## src/rtl/grf_wb_arbiter_pkg.sv

```systemverilog
// grf_wb_arbiter_pkg: shared widths, register-zero constant, write-request struct and grant encoding
package grf_wb_arbiter_pkg;
  localparam int REG_ADDR_W = 5;
  localparam int DATA_W = 32;
  localparam logic [REG_ADDR_W-1:0] REG_ZERO = 5'd0;
  typedef logic [REG_ADDR_W-1:0] reg_addr_t;
  typedef logic [DATA_W-1:0] data_t;
  typedef struct packed {
    reg_addr_t waddr;
    data_t     wdata;
    data_t     pc;
  } wb_req_t;
  typedef enum logic [1:0] {GNT_NONE, GNT_A, GNT_B} gnt_t;
endpackage

```

## src/rtl/grf_wb_arbiter_if.sv

```systemverilog
// grf_wb_arbiter_if: A writeback, B handshake, decode RAW query and GRF write buses; master drives requests, slave is the arbiter
interface grf_wb_arbiter_if #(parameter int FIFO_DEPTH = 2);
  import grf_wb_arbiter_pkg::*;
  localparam int CW = $clog2(FIFO_DEPTH) + 1;
  logic           a_we;
  reg_addr_t      a_waddr;
  data_t          a_wdata;
  data_t          a_pc;
  logic           stall_a;
  logic           b_valid;
  reg_addr_t      b_waddr;
  data_t          b_wdata;
  data_t          b_pc;
  logic           b_ready;
  reg_addr_t      rd_addr0;
  reg_addr_t      rd_addr1;
  logic           rd_pend0;
  logic           rd_pend1;
  logic           grf_we;
  reg_addr_t      grf_waddr;
  data_t          grf_wdata;
  data_t          grf_wpc;
  logic [CW-1:0]  fifo_count;
  modport master (
    output a_we, a_waddr, a_wdata, a_pc, b_valid, b_waddr, b_wdata, b_pc, rd_addr0, rd_addr1,
    input  stall_a, b_ready, rd_pend0, rd_pend1, grf_we, grf_waddr, grf_wdata, grf_wpc, fifo_count
  );
  modport slave (
    input  a_we, a_waddr, a_wdata, a_pc, b_valid, b_waddr, b_wdata, b_pc, rd_addr0, rd_addr1,
    output stall_a, b_ready, rd_pend0, rd_pend1, grf_we, grf_waddr, grf_wdata, grf_wpc, fifo_count
  );
endinterface

```

## src/rtl/grf_wb_fifo.sv

```systemverilog
// grf_wb_fifo: circular B-result buffer with per-entry valid, address kill, two CAM ports, head/count outputs
module grf_wb_fifo
  import grf_wb_arbiter_pkg::*;
#(
  parameter int DEPTH = 2
) (
  input  logic                   clk,
  input  logic                   reset,
  input  logic                   push,
  input  wb_req_t                push_req,
  input  logic                   push_kill,
  input  logic                   pop,
  input  logic                   kill,
  input  reg_addr_t              kill_addr,
  input  reg_addr_t              cam_addr0,
  input  reg_addr_t              cam_addr1,
  output logic                   cam_hit0,
  output logic                   cam_hit1,
  output logic                   head_live,
  output logic                   head_dead,
  output wb_req_t                head,
  output logic [$clog2(DEPTH):0] count
);
  localparam int PW = $clog2(DEPTH);
  localparam int CW = PW + 1;
  wb_req_t          mem_q [DEPTH];
  wb_req_t          mem_d [DEPTH];
  logic [DEPTH-1:0] vld_q, vld_d;
  logic [PW-1:0]    rd_q, rd_d, wr_q, wr_d;
  logic [CW-1:0]    cnt_q, cnt_d;
  always_comb begin
    mem_d = mem_q;
    vld_d = vld_q;
    for (int i = 0; i < DEPTH; i++)
      if (kill && mem_q[i].waddr == kill_addr) vld_d[i] = 1'b0;
    if (pop) vld_d[rd_q] = 1'b0;
    if (push) begin
      mem_d[wr_q] = push_req;
      vld_d[wr_q] = !push_kill;
    end
    rd_d  = pop ? rd_q + PW'(1) : rd_q;
    wr_d  = push ? wr_q + PW'(1) : wr_q;
    cnt_d = cnt_q + CW'(push) - CW'(pop);
  end
  always_comb begin
    cam_hit0 = 1'b0;
    cam_hit1 = 1'b0;
    for (int i = 0; i < DEPTH; i++) begin
      cam_hit0 = cam_hit0 | (vld_q[i] && mem_q[i].waddr == cam_addr0);
      cam_hit1 = cam_hit1 | (vld_q[i] && mem_q[i].waddr == cam_addr1);
    end
  end
  // A valid bit is only ever set on an occupied slot, so it alone marks a live head
  assign head_live = vld_q[rd_q];
  assign head_dead = cnt_q != '0 && !vld_q[rd_q];
  assign head      = mem_q[rd_q];
  assign count     = cnt_q;
  always_ff @(posedge clk) begin
    if (!reset) begin
      vld_q <= '0;
      rd_q  <= '0;
      wr_q  <= '0;
      cnt_q <= '0;
    end else begin
      vld_q <= vld_d;
      rd_q  <= rd_d;
      wr_q  <= wr_d;
      cnt_q <= cnt_d;
    end
  end
  always_ff @(posedge clk) mem_q <= mem_d;
endmodule

```

## src/rtl/grf_wb_arbiter.sv

```systemverilog
// grf_wb_arbiter: GRF write-port arbiter between in-order writeback A and buffered long-latency results B
// ports: clk, reset (sync, active-low), bus (slave modport: A/B requests, stall_a, b_ready, RAW pend, GRF write, fifo_count)
module grf_wb_arbiter
  import grf_wb_arbiter_pkg::*;
#(
  parameter int FIFO_DEPTH   = 2,
  parameter int STARVE_LIMIT = 4
) (
  input  logic                clk,
  input  logic                reset,
  grf_wb_arbiter_if.slave     bus
);
  localparam int CW = $clog2(FIFO_DEPTH) + 1;
  localparam int AW = $clog2(STARVE_LIMIT + 1);
  logic [AW-1:0] age_q, age_d;
  logic [CW-1:0] count;
  logic          head_live, head_dead, hit0, hit1, a_eff, hs, push, push_kill, pop, kill;
  wb_req_t       head, push_req;
  gnt_t          gnt;
  always_comb begin
    a_eff        = bus.a_we && bus.a_waddr != REG_ZERO;
    // b_ready looks only at the registered count: a same-cycle pop never frees a slot
    bus.b_ready  = reset && count < CW'(FIFO_DEPTH);
    bus.stall_a  = reset && head_live && age_q == AW'(STARVE_LIMIT);
    gnt          = !reset ? GNT_NONE : bus.stall_a ? GNT_B : a_eff ? GNT_A : head_live ? GNT_B : GNT_NONE;
    hs           = bus.b_valid && bus.b_ready;
    push         = hs && bus.b_waddr != REG_ZERO;
    push_req     = '{waddr: bus.b_waddr, wdata: bus.b_wdata, pc: bus.b_pc};
    kill         = gnt == GNT_A;
    // A is younger than anything in B, so a same-address B arriving this cycle is already stale
    push_kill    = kill && bus.b_waddr == bus.a_waddr;
    pop          = gnt == GNT_B || head_dead;
    age_d        = (head_live && gnt != GNT_B) ? age_q + AW'(1) : '0;
    bus.grf_we    = gnt != GNT_NONE;
    bus.grf_waddr = gnt == GNT_A ? bus.a_waddr : gnt == GNT_B ? head.waddr : REG_ZERO;
    bus.grf_wdata = gnt == GNT_A ? bus.a_wdata : gnt == GNT_B ? head.wdata : '0;
    bus.grf_wpc   = gnt == GNT_A ? bus.a_pc : gnt == GNT_B ? head.pc : '0;
    bus.rd_pend0  = reset && bus.rd_addr0 != REG_ZERO && (hit0 || (hs && bus.b_waddr == bus.rd_addr0));
    bus.rd_pend1  = reset && bus.rd_addr1 != REG_ZERO && (hit1 || (hs && bus.b_waddr == bus.rd_addr1));
    bus.fifo_count = count;
  end
  always_ff @(posedge clk) age_q <= !reset ? '0 : age_d;
  grf_wb_fifo #(.DEPTH(FIFO_DEPTH)) u_fifo (
    .clk       (clk),
    .reset     (reset),
    .push      (push),
    .push_req  (push_req),
    .push_kill (push_kill),
    .pop       (pop),
    .kill      (kill),
    .kill_addr (bus.a_waddr),
    .cam_addr0 (bus.rd_addr0),
    .cam_addr1 (bus.rd_addr1),
    .cam_hit0  (hit0),
    .cam_hit1  (hit1),
    .head_live (head_live),
    .head_dead (head_dead),
    .head      (head),
    .count     (count)
  );
endmodule

```

## src/flat_wrapper.sv

```systemverilog
// flat-port wrapper written by rule: the top's interface ports become plain ports
module grf_wb_arbiter_flat import grf_wb_arbiter_pkg::*;
#(
  parameter int FIFO_DEPTH   = 2,
  parameter int STARVE_LIMIT = 4
)
  (clk, reset, bus_a_we, bus_a_waddr, bus_a_wdata, bus_a_pc, bus_b_valid, bus_b_waddr, bus_b_wdata, bus_b_pc, bus_rd_addr0, bus_rd_addr1, bus_stall_a, bus_b_ready, bus_rd_pend0, bus_rd_pend1, bus_grf_we, bus_grf_waddr, bus_grf_wdata, bus_grf_wpc, bus_fifo_count);
  grf_wb_arbiter_if #(.FIFO_DEPTH(FIFO_DEPTH)) bus_i ();
  input  logic clk;
  input  logic reset;
  input wire logic [$bits(bus_i.a_we)-1:0] bus_a_we;
  input wire logic [$bits(bus_i.a_waddr)-1:0] bus_a_waddr;
  input wire logic [$bits(bus_i.a_wdata)-1:0] bus_a_wdata;
  input wire logic [$bits(bus_i.a_pc)-1:0] bus_a_pc;
  input wire logic [$bits(bus_i.b_valid)-1:0] bus_b_valid;
  input wire logic [$bits(bus_i.b_waddr)-1:0] bus_b_waddr;
  input wire logic [$bits(bus_i.b_wdata)-1:0] bus_b_wdata;
  input wire logic [$bits(bus_i.b_pc)-1:0] bus_b_pc;
  input wire logic [$bits(bus_i.rd_addr0)-1:0] bus_rd_addr0;
  input wire logic [$bits(bus_i.rd_addr1)-1:0] bus_rd_addr1;
  output wire logic [$bits(bus_i.stall_a)-1:0] bus_stall_a;
  output wire logic [$bits(bus_i.b_ready)-1:0] bus_b_ready;
  output wire logic [$bits(bus_i.rd_pend0)-1:0] bus_rd_pend0;
  output wire logic [$bits(bus_i.rd_pend1)-1:0] bus_rd_pend1;
  output wire logic [$bits(bus_i.grf_we)-1:0] bus_grf_we;
  output wire logic [$bits(bus_i.grf_waddr)-1:0] bus_grf_waddr;
  output wire logic [$bits(bus_i.grf_wdata)-1:0] bus_grf_wdata;
  output wire logic [$bits(bus_i.grf_wpc)-1:0] bus_grf_wpc;
  output wire logic [$bits(bus_i.fifo_count)-1:0] bus_fifo_count;
  assign bus_i.a_we = bus_a_we;
  assign bus_i.a_waddr = bus_a_waddr;
  assign bus_i.a_wdata = bus_a_wdata;
  assign bus_i.a_pc = bus_a_pc;
  assign bus_i.b_valid = bus_b_valid;
  assign bus_i.b_waddr = bus_b_waddr;
  assign bus_i.b_wdata = bus_b_wdata;
  assign bus_i.b_pc = bus_b_pc;
  assign bus_i.rd_addr0 = bus_rd_addr0;
  assign bus_i.rd_addr1 = bus_rd_addr1;
  assign bus_stall_a = bus_i.stall_a;
  assign bus_b_ready = bus_i.b_ready;
  assign bus_rd_pend0 = bus_i.rd_pend0;
  assign bus_rd_pend1 = bus_i.rd_pend1;
  assign bus_grf_we = bus_i.grf_we;
  assign bus_grf_waddr = bus_i.grf_waddr;
  assign bus_grf_wdata = bus_i.grf_wdata;
  assign bus_grf_wpc = bus_i.grf_wpc;
  assign bus_fifo_count = bus_i.fifo_count;
  grf_wb_arbiter #(.FIFO_DEPTH(FIFO_DEPTH), .STARVE_LIMIT(STARVE_LIMIT)) u_core (.clk(clk), .reset(reset), .bus(bus_i));
endmodule
```

## config.mk

```make
export PLATFORM = sky130hd
export DESIGN_NAME = grf_wb_arbiter_flat
export DESIGN_NICKNAME = d
export VERILOG_FILES = /design/src/rtl/grf_wb_arbiter_pkg.sv /design/src/rtl/grf_wb_arbiter_if.sv /design/src/rtl/grf_wb_fifo.sv /design/src/rtl/grf_wb_arbiter.sv /design/src/flat_wrapper.sv
export SDC_FILE = /design/constraint.sdc
export NUM_CORES = 1
export LEC_CHECK = 0
export ABC_AREA = 1
export CAP_MARGIN = 10
export CORE_MARGIN = 2
export CORE_UTILIZATION = 50
export DETAILED_ROUTE_END_ITERATION = 12
export PLACE_DENSITY = 0.92
export SETUP_SLACK_MARGIN = 0.3
export SYNTH_ARGS = -nofsm -noshare
export SYNTH_HDL_FRONTEND = slang
export SYNTH_SLANG_ARGS = --single-unit
```

## constraint.sdc

```tcl
create_clock -name clk -period 5.9 [get_ports clk]
set_clock_uncertainty 0.05 [all_clocks]
set_input_delay 1.18 -clock clk [delete_from_list [all_inputs] [get_ports clk]]
set_output_delay 1.18 -clock clk [all_outputs]
set_load 0.02 [all_outputs]
```

==> flow_summary.ini, run 1 <==
[outcome]
status = completed

[die]
dieHeight_um = 120
initial_core_utilization_pct = 51.1
num_rows = 42
core_um2 = 13200
num_io_pins = 228
floorplan.die_area_um2 = 14500
chipWidth_um = 120

[clock_network]
clkTransAtPathRegs_ns = 0.05
worst_skew_pair.late_latency_ns = 0.41
cts_root_buf = sky130_fd_sc_hd__clkbuf_16
cts_buffer_depth = 2
cts.repair_timing.setup_buffer_count = 0
cts.hold.buffers_added = 0
postCtsResizedCells = 0
cts_tree = built
htreeDepth = 4
cts_made_buffers = 17
cts.sinks = 147

[route]
drtAntennaViolNets = 0
drcViolationCount = 0
finalWirelength_um = 18200
detail_route.vias_per_cell = 5.35
drt_first_pass_iters = 5
wire_per_inst_um = 17.3
initialDrtViolationCount = 444
route.vias.total = 5623

[critical_path]
path_depth = 8
worstRegToRegCells = 12
crit-reg2reg-launch = u_core.age_q[0]$_SDFF_PN0_
r2r_end = u_core.u_fifo.count[1]$_SDFF_PN0_
setup.worst_path.end_class = output port
crit_path_end = bus_grf_wdata[1]
r2r_slack_ns = 3.63
cp.arrival_ns = 3.74
crit_path_start = bus_a_waddr[0]
crit_chain = clkdlybuf4s50_1 -> nor2_1 -> nand3_1 -> nand3_1 -> nand2_2 -> buf_4 -> o31ai_1 -> clkdlybuf4s50_1
critical_path.max_stage_delay_ns = 0.67
crit_fanout = 33
startpoint_type = input port
setup.worst_path.class = in2out
cp_top_family = buffers and inverters
worst_path_max_delay_cell = sky130_fd_sc_hd__clkdlybuf4s50_1
cp.required_ns = 4.67
critical_path_buffer_and_inverter_count = 3

[logic_synthesis]
synthesis.area_per_instance_um2 = 10.5
yosys_reg_bits = 147
synth_top_cell_area_share_pct = 61.2
synth_nets = 798
synth_area_leader_cell = sky130_fd_sc_hd__edfxtp_1
synth.cell_area_um2 = 6770
yosysWarnings = 0
synth_cell_types = 27
post_synth_inst_count = 642
post_synth_main_area_contributors = sky130_fd_sc_hd__edfxtp_1 (61%), sky130_fd_sc_hd__nor2_1 (7.9%), sky130_fd_sc_hd__o31ai_1 (7.2%)
synth_sequential_area_ratio_pct = 63.9

[sta]
timing.max_slew.rel_slack_pct = 37.3
post-route-min-period_ns = 4.97
report.final.slew_viol_count = 0
final_min_period_over_clock_period_pct = 84.2
report.final.hold_viol_count = 0
rsz0062_at_grt = no
final-setup-viol-count = 0
measured_slew_at_the_worst_slew_check_pin_ns = 0.940
max_freq_ghz = 0.201
finalSetupTns_ns = 0

[global_route]
global_route.usage.total_pct = 25.4
grt_first_pass_wirelength_um = 27900
pin_count_of_the_biggest_net_entering_global_routing = 73
grt_antenna_before_repair = 1
globalRoute.totalOverflow = 0
grt_pass1_vias = 5625

[placement]
gpl.final_weighted_congestion = 0.883
portBuffers = 227
detailed_place_hpwl_um = 12500

[final_layout]
layout_common_cells = sky130_fd_sc_hd__clkdlybuf4s50_1 (227), sky130_fd_sc_hd__nor2_1 (142), sky130_fd_sc_hd__edfxtp_1 (138)
mostFrequentLayoutCell = sky130_fd_sc_hd__clkdlybuf4s50_1
layout-area-overhead-vs-synth_pct = 44.2
fin_util_pct = 73.7
post_route_cells_drive_above_1_share_pct = 5.71
final_net_count = 1019
fill_cells = 893

[flow_run]
maxCapViolCount = 0

[min_path]
holdPathStages = 1
hold_path.class = reg2reg

[power_and_ir_drop]
power_per_cell_area_nw_per_um2 = 309
p_leak_uw = 0.00355
ir_drop_uv = 215
-- sequential cells by signal, indices dropped and copies added, names as in the netlist --
signal,flops
u_core.u_fifo.count,2
u_core.u_fifo.wr_q,1
u_core.u_fifo.rd_q,1
u_core.u_fifo.mem_q,138
u_core.u_fifo.vld_q,2
u_core.age_q,3
-- layout make-up --
type                    instances  area [µm²]  share of cell area (%)
diodes                          1        2.50                  0.0256
clock buffers                  19         433                    4.44
clock inverters                12         158                    1.62
inverters                      40         150                    1.54
multi-input cells             421        2120                    21.7
flip-flops and latches        147        4330                    44.3
well taps                     176         220                    2.26
repair buffers                236        2350                    24.1
-- cells in the mapped netlist, drive strengths merged --
cell / count
a211oi: 1
a21oi: 15
buf: 22
clkbuf: 12
clkinv: 1
dfxtp: 9
edfxtp: 138
ha: 4
inv: 39
nand2: 113
nand3: 21
nand4: 4
nor2: 145
nor3: 1
o21ai: 20
o22ai: 6
o31ai: 65
xnor2: 16
xor2: 10
-- report_power, final --
| part | leakage [µW] | switching [µW] | internal (µW) |
|---|---|---|---|
| Sequential | 0.00133 | 31.4 | 1220 |
| Clock | 0.000281 | 402 | 664 |
| Combinational | 0.00194 | 425 | 273 |
-- worst min path at each step --
stage / start / endpoint / slack, ns
final: u_core.age_q[0]$_SDFF_PN0_ / u_core.age_q[0]$_SDFF_PN0_ / 0.41
after global routing: u_core.age_q[0]$_SDFF_PN0_ / u_core.age_q[0]$_SDFF_PN0_ / 0.43
after CTS: u_core.age_q[0]$_SDFF_PN0_ / u_core.age_q[0]$_SDFF_PN0_ / 0.42
after detailed placement: u_core.age_q[0]$_SDFF_PN0_ / u_core.age_q[0]$_SDFF_PN0_ / 0.40
after global placement: u_core.age_q[0]$_SDFF_PN0_ / u_core.age_q[0]$_SDFF_PN0_ / 0.38
after floorplan: u_core.age_q[0]$_SDFF_PN0_ / u_core.age_q[0]$_SDFF_PN0_ / 0.37
-- through the flow --
step	instances	total power (µW)	setup slack [ns]	area [µm²]	hold slack [ns]
global placement	1020	1960	1.00	9160	0.380
global route	1051	3150	0.808	9750	0.430
CTS	1051	3030	0.968	9750	0.416
floorplan	642	1670	2.22	6770	0.367
detailed placement	1020	1970	0.980	9160	0.404
finish	1052	3020	0.929	9760	0.407
-- metal layers --
| metal | track usage, % | wire [µm] |
|---|---|---|
| met5 | 0 | 0 |
| met1 | 28.8 | 7050 |
| met3 | 8.07 | 1490 |
| met4 | 11.7 | 540 |
| met2 | 43.7 | 9110 |
-- logic make-up (layout without fill, tap and decap cells) --
group | after synthesis | after routing | share of synthesized area (%)
buf+inv | 74 | 307 | 4.83
flops | 147 | 147 | 63.9
fa+ha+maj | 4 | 4 | 0.740
simple gates | 284 | 284 | 16.6
other cells | 0 | 1 | 0
xor+xnor | 26 | 26 | 3.37
compound gates | 107 | 107 | 10.5
Note: power is estimated with default switching activity, not from simulation.
==> run 2: changes to the inputs <==
--- a/config.mk
+++ b/config.mk
@@ -8,9 +8,9 @@
 export ABC_AREA = 1
 export CAP_MARGIN = 10
 export CORE_MARGIN = 2
-export CORE_UTILIZATION = 50
+export CORE_UTILIZATION = 46
 export DETAILED_ROUTE_END_ITERATION = 12
-export PLACE_DENSITY = 0.92
+export PLACE_DENSITY = 0.86
 export SETUP_SLACK_MARGIN = 0.3
 export SYNTH_ARGS = -nofsm -noshare
 export SYNTH_HDL_FRONTEND = slang
==> constraint.sdc (replaced) <==
create_clock -name clk -period 4.9 [get_ports clk]
set_clock_uncertainty 0.05 [all_clocks]
set_input_delay 0.98 -clock clk [delete_from_list [all_inputs] [get_ports clk]]
set_output_delay 0.98 -clock clk [all_outputs]
set_load 0.02 [all_outputs]
==> flow_summary.ini, run 2 (synthesis results as in run 1) <==
[sta]
final_min_period_over_clock_period_pct = 91.2
max_freq_ghz = 0.224
final-setup-viol-count = 0
report.final.hold_viol_count = 0
rsz0062_at_grt = no
holdWs_ns = 0.404
timing.max_slew.rel_slack_pct = 47.7
post-route-min-period_ns = 4.47
measured_slew_at_the_worst_slew_check_pin_ns = 0.784
finalSetupTns_ns = 0
report.final.slew_viol_count = 0

[outcome]
status = completed

[clock_network]
cts.hold.buffers_added = 0
clkTransAtPathRegs_ns = 0.06
cts_root_buf = sky130_fd_sc_hd__clkbuf_16
cts_made_buffers = 17
worst_skew_pair.late_latency_ns = 0.41
postCtsResizedCells = 0
cts_tree = built
cts.repair_timing.setup_buffer_count = 0
cts_buffer_depth = 2
cts.sinks = 147
htreeDepth = 4

[final_layout]
post_route_cells_drive_above_1_share_pct = 6.26
layout_common_cells = sky130_fd_sc_hd__clkdlybuf4s50_1 (227), sky130_fd_sc_hd__nor2_1 (142), sky130_fd_sc_hd__edfxtp_1 (138)
largest-register = u_core.u_fifo.mem_q
layout-area-overhead-vs-synth_pct = 44.8
mostFrequentLayoutCell = sky130_fd_sc_hd__clkdlybuf4s50_1
fill_cells = 1067
final_net_count = 1022
antennaDiodeCount = 0
largest_register_ffs = 138
final-seq-area_um2 = 4330
multi_input_gate_area_um2 = 2120
layout_top_registers = u_core.u_fifo.mem_q x138, u_core.age_q x3
stdcell_count = 1063

[placement]
numPlacedInstances = 1031
portBuffers = 227
detailed_place_hpwl_um = 12800
gpl.final_weighted_congestion = 0.909

[global_route]
grt_first_pass_wirelength_um = 28600
grt_antenna_before_repair = 0
global_route.usage.total_pct = 23.2
grt_pass1_vias = 5736
globalRoute.totalOverflow = 0
pin_count_of_the_biggest_net_entering_global_routing = 51

[die]
initial_core_utilization_pct = 46.7
dieHeight_um = 125
num_rows = 44
num_io_pins = 228
floorplan.die_area_um2 = 15700
chipWidth_um = 125
core_um2 = 14500

[critical_path]
setup.worst_path.class = in2out
cp.required_ns = 3.87
crit_fanout = 30
cp.arrival_ns = 3.44
startpoint_type = input port
setup.worst_path.end_class = output port

[route]
wire_per_inst_um = 17.1
wl_met3_um = 1400
initialDrtViolationCount = 391
finalWirelength_um = 18200
detail_route.vias_per_cell = 5.25
detail_route.wirelength.met1_um = 7090
route.vias.total = 5577
dr.max_layer_used = met4
drt_first_pass_iters = 5
dr_wl_met2_um = 9280
drcViolationCount = 0
drtAntennaViolNets = 0

[power_and_ir_drop]
p_leak_uw = 0.00358
power_per_cell_area_nw_per_um2 = 372
ir_drop_uv = 205

[flow_run]
maxCapViolCount = 0

[min_path]
hold_path.class = reg2reg
==> run 2: changes by cell type in the layout (fill, tap and decap cells not counted), sizes merged <==
| cell | change |
|---|---|
| buf | +3 |
| clkinv | +3 |
| clkbuf | -1 |
| clkinvlp | -1 |
| diode | -1 |
==> run 2: power breakdown <==
| part | total [µW] | internal, µW | leakage, µW | switching [µW] |
|---|---|---|---|---|
| combinational | 844 | 340 | 0.00195 | 504 |
| sequential | 1520 | 1470 | 0.00133 | 54.3 |
| clock | 1280 | 797 | 0.000291 | 484 |
==> run 2: path summary, 6_finish.rpt <==
path	slack, ns	cells after the start	to	start
worst max-delay path	0.43	9	bus_grf_wpc[15]	bus_a_waddr[0]
worst min-delay path	0.40	1	u_core.age_q[0]$_SDFF_PN0_	u_core.age_q[0]$_SDFF_PN0_
worst max register to register	2.38	12	u_core.u_fifo.count[1]$_SDFF_PN0_	u_core.u_fifo.rd_q$_SDFFE_PN0N_
worst min register to register	0.40	1	u_core.age_q[0]$_SDFF_PN0_	u_core.age_q[0]$_SDFF_PN0_
==> run 2: layout make-up <==
cell class                 count  area share (%)
clock buffer                  18            4.38
clock inverter                14            1.65
inverter                      40            1.53
multi-input combinational    421            21.6
sequential                   147            44.1
tap                          184            2.35
timing repair buffer         239            24.4
==> run 2: critical path, cell delays in order <==
cell	delay, ns
sky130_fd_sc_hd__clkdlybuf4s50_1	0.61
sky130_fd_sc_hd__nor2_1	0.08
sky130_fd_sc_hd__nand3_1	0.13
sky130_fd_sc_hd__nand3_1	0.15
sky130_fd_sc_hd__nor2_4	0.17
sky130_fd_sc_hd__buf_4	0.31
sky130_fd_sc_hd__nand2_1	0.16
sky130_fd_sc_hd__o31ai_1	0.13
sky130_fd_sc_hd__clkdlybuf4s50_1	0.68
==> run 2: metrics by stage <==
step | instance area (µm²) | utilization, % | worst slack, ns | total power (µW)
5_1_grt | 9800 | 67.7 | 0.312 | 3810
4_1_cts | 9800 | 67.7 | 0.441 | 3670
3_5_place_dp | 9210 | 63.6 | 0.491 | 2390
2_1_floorplan | 6770 | - | 1.42 | 2010
6_report | 9800 | 67.7 | 0.433 | 3650
3_3_place_gp | 9210 | 63.6 | 0.592 | 2380
==> run 2: layer usage <==
layer,global-route usage [%],vias up
li1,-,2684
met1,26.0,2627
met2,41.7,235
met3,7.49,31
met4,8.24,0
met5,0,-
==> run 3: changes to the inputs <==
==> constraint.sdc (replaced) <==
create_clock -name clk -period 4.2 [get_ports clk]
set_clock_uncertainty 0.05 [all_clocks]
set_input_delay 0.84 -clock clk [delete_from_list [all_inputs] [get_ports clk]]
set_output_delay 0.84 -clock clk [all_outputs]
set_load 0.02 [all_outputs]
==> flow_summary.ini, run 3 (synthesis results as in run 1) <==
[outcome]
status = completed

[global_route]
globalRoute.totalOverflow = 0
grt_pass1_vias = 5652
pin_count_of_the_biggest_net_entering_global_routing = 61
grt_antenna_before_repair = 0
grt_first_pass_wirelength_um = 28700
global_route.usage.total_pct = 23.5

[power_and_ir_drop]
p_leak_uw = 0.00463
power_per_cell_area_nw_per_um2 = 424
ir_drop_uv = 309

[sta]
finalSetupTns_ns = 0
postLayoutSetupSlackWorst_ns = 0.428
max_freq_ghz = 0.265
report.final.hold_viol_count = 0
measured_slew_at_the_worst_slew_check_pin_ns = 0.467
final-setup-viol-count = 0
post-route-min-period_ns = 3.77
report.final.slew_viol_count = 0
timing.max_slew.rel_slack_pct = 68.8
final_min_period_over_clock_period_pct = 89.8
rsz0062_at_grt = no

[die]
initial_core_utilization_pct = 46.7
num_io_pins = 228
core_um2 = 14500
chipWidth_um = 125
floorplan.die_area_um2 = 15700
num_rows = 44
dieHeight_um = 125

[final_layout]
fill_cells = 1054
mostFrequentLayoutCell = sky130_fd_sc_hd__clkdlybuf4s50_1
layout-area-overhead-vs-synth_pct = 48.1
post_route_cells_drive_above_1_share_pct = 6.46
final_net_count = 1025
antennaDiodeCount = 0
layout_top_registers = u_core.u_fifo.mem_q x138, u_core.age_q x3
layout_common_cells = sky130_fd_sc_hd__clkdlybuf4s50_1 (158), sky130_fd_sc_hd__nor2_1 (142), sky130_fd_sc_hd__edfxtp_1 (138)
largest-register = u_core.u_fifo.mem_q
largest_register_ffs = 138

[min_path]
hp-start = u_core.age_q[0]$_SDFF_PN0_
hold_path.class = reg2reg
holdPathStages = 1

[placement]
portBuffers = 227
gpl.final_weighted_congestion = 0.901
placement.setup.worst_slack_ns = 0.303
detailed_place_hpwl_um = 12400

[route]
detail_route.vias_per_cell = 5.30
initialDrtViolationCount = 472
finalWirelength_um = 18700
drt_first_pass_iters = 5
route.vias.total = 5653
wire_per_inst_um = 17.5
drcViolationCount = 0
drtAntennaViolNets = 0

[critical_path]
cp.required_ns = 3.31
startpoint_type = input port
crit_path_end = bus_grf_waddr[3]
r2r_end = u_core.u_fifo.count[1]$_SDFF_PN0_
worstRegToRegCells = 13
setup.worst_path.end_class = output port
crit-reg2reg-launch = u_core.u_fifo.rd_q$_SDFFE_PN0N_
setup.worst_path.class = in2out
r2r_slack_ns = 1.78
crit_fanout = 30
cp.arrival_ns = 2.88
crit_path_start = bus_a_waddr[2]

[clock_network]
clkTransAtPathRegs_ns = 0.05
cts.sinks = 147
cts.hold.buffers_added = 0
cts_tree = built
cts_root_buf = sky130_fd_sc_hd__clkbuf_16
cts_buffer_depth = 2
cts_made_buffers = 17
worst_skew_pair.late_latency_ns = 0.41
htreeDepth = 4

[flow_run]
maxCapViolCount = 0
## run 3: critical path, stage by stage
cell and delay, ns:
sky130_fd_sc_hd__clkdlybuf4s50_1 0.50, sky130_fd_sc_hd__nor2_1 0.06, sky130_fd_sc_hd__nand3_1 0.15, sky130_fd_sc_hd__nand3_1 0.16, sky130_fd_sc_hd__nor2_4 0.21, sky130_fd_sc_hd__buf_12 0.20
sky130_fd_sc_hd__nand2_1 0.06, sky130_fd_sc_hd__o21ai_0 0.07, sky130_fd_sc_hd__clkdlybuf4s50_1 0.64
## run 3: cell type report
class	count	area, µm²	share of cell area, %
tap	184	230	2.30
clock inverter	13	159	1.59
timing repair buffer	242	2610	26.0
clock buffer	19	433	4.32
inverter	40	150	1.50
sequential	147	4330	43.2
multi-input combinational	421	2120	21.1
## run 3: worst min path at each step
stage                                       to
2_1_floorplan       u_core.age_q[0]$_SDFF_PN0_
3_3_place_gp        u_core.age_q[0]$_SDFF_PN0_
3_5_place_dp        u_core.age_q[0]$_SDFF_PN0_
4_1_cts        u_core.u_fifo.wr_q$_SDFFE_PN0P_
5_1_grt        u_core.u_fifo.wr_q$_SDFFE_PN0P_
6_report            u_core.age_q[0]$_SDFF_PN0_
## run 3: metal layers
layer / vias to the layer above / global-route usage (%) / routed length [µm]
met5: - / 0 / 0
met4: 0 / 8.63 / 454
met3: 37 / 8.47 / 1740
met2: 265 / 40.3 / 9630
met1: 2661 / 27.1 / 6840
li1: 2690 / - / -
## run 3: per-stage QoR
stage	instance area, µm²	utilization, %	total power, µW	hold WS [ns]	std cells
global route	10000	69.2	4440	0.457	1066
global placement	9280	64.1	2770	0.381	1034
CTS	9870	68.1	4280	0.433	1066
finish	10000	69.2	4250	0.429	1066
detailed placement	9280	64.1	2790	0.416	1034
floorplan	6770	-	2350	0.367	642
## run 3: report_power, final
| part | internal (µW) | switching [µW] | leakage, µW |
|---|---|---|---|
| Sequential | 1710 | 39.3 | 0.00133 |
| Combinational | 395 | 605 | 0.00303 |
| Clock | 931 | 563 | 0.000273 |
| Total | 3040 | 1210 | 0.00463 |
## run 3: what timing repair did
| action | in CTS | in global routing |
|---|---|---|
| gates resized for setup | 6 | 63 |
| setup buffers | 0 | 0 |
| endpoints found under the setup margin | 6 | 64 |
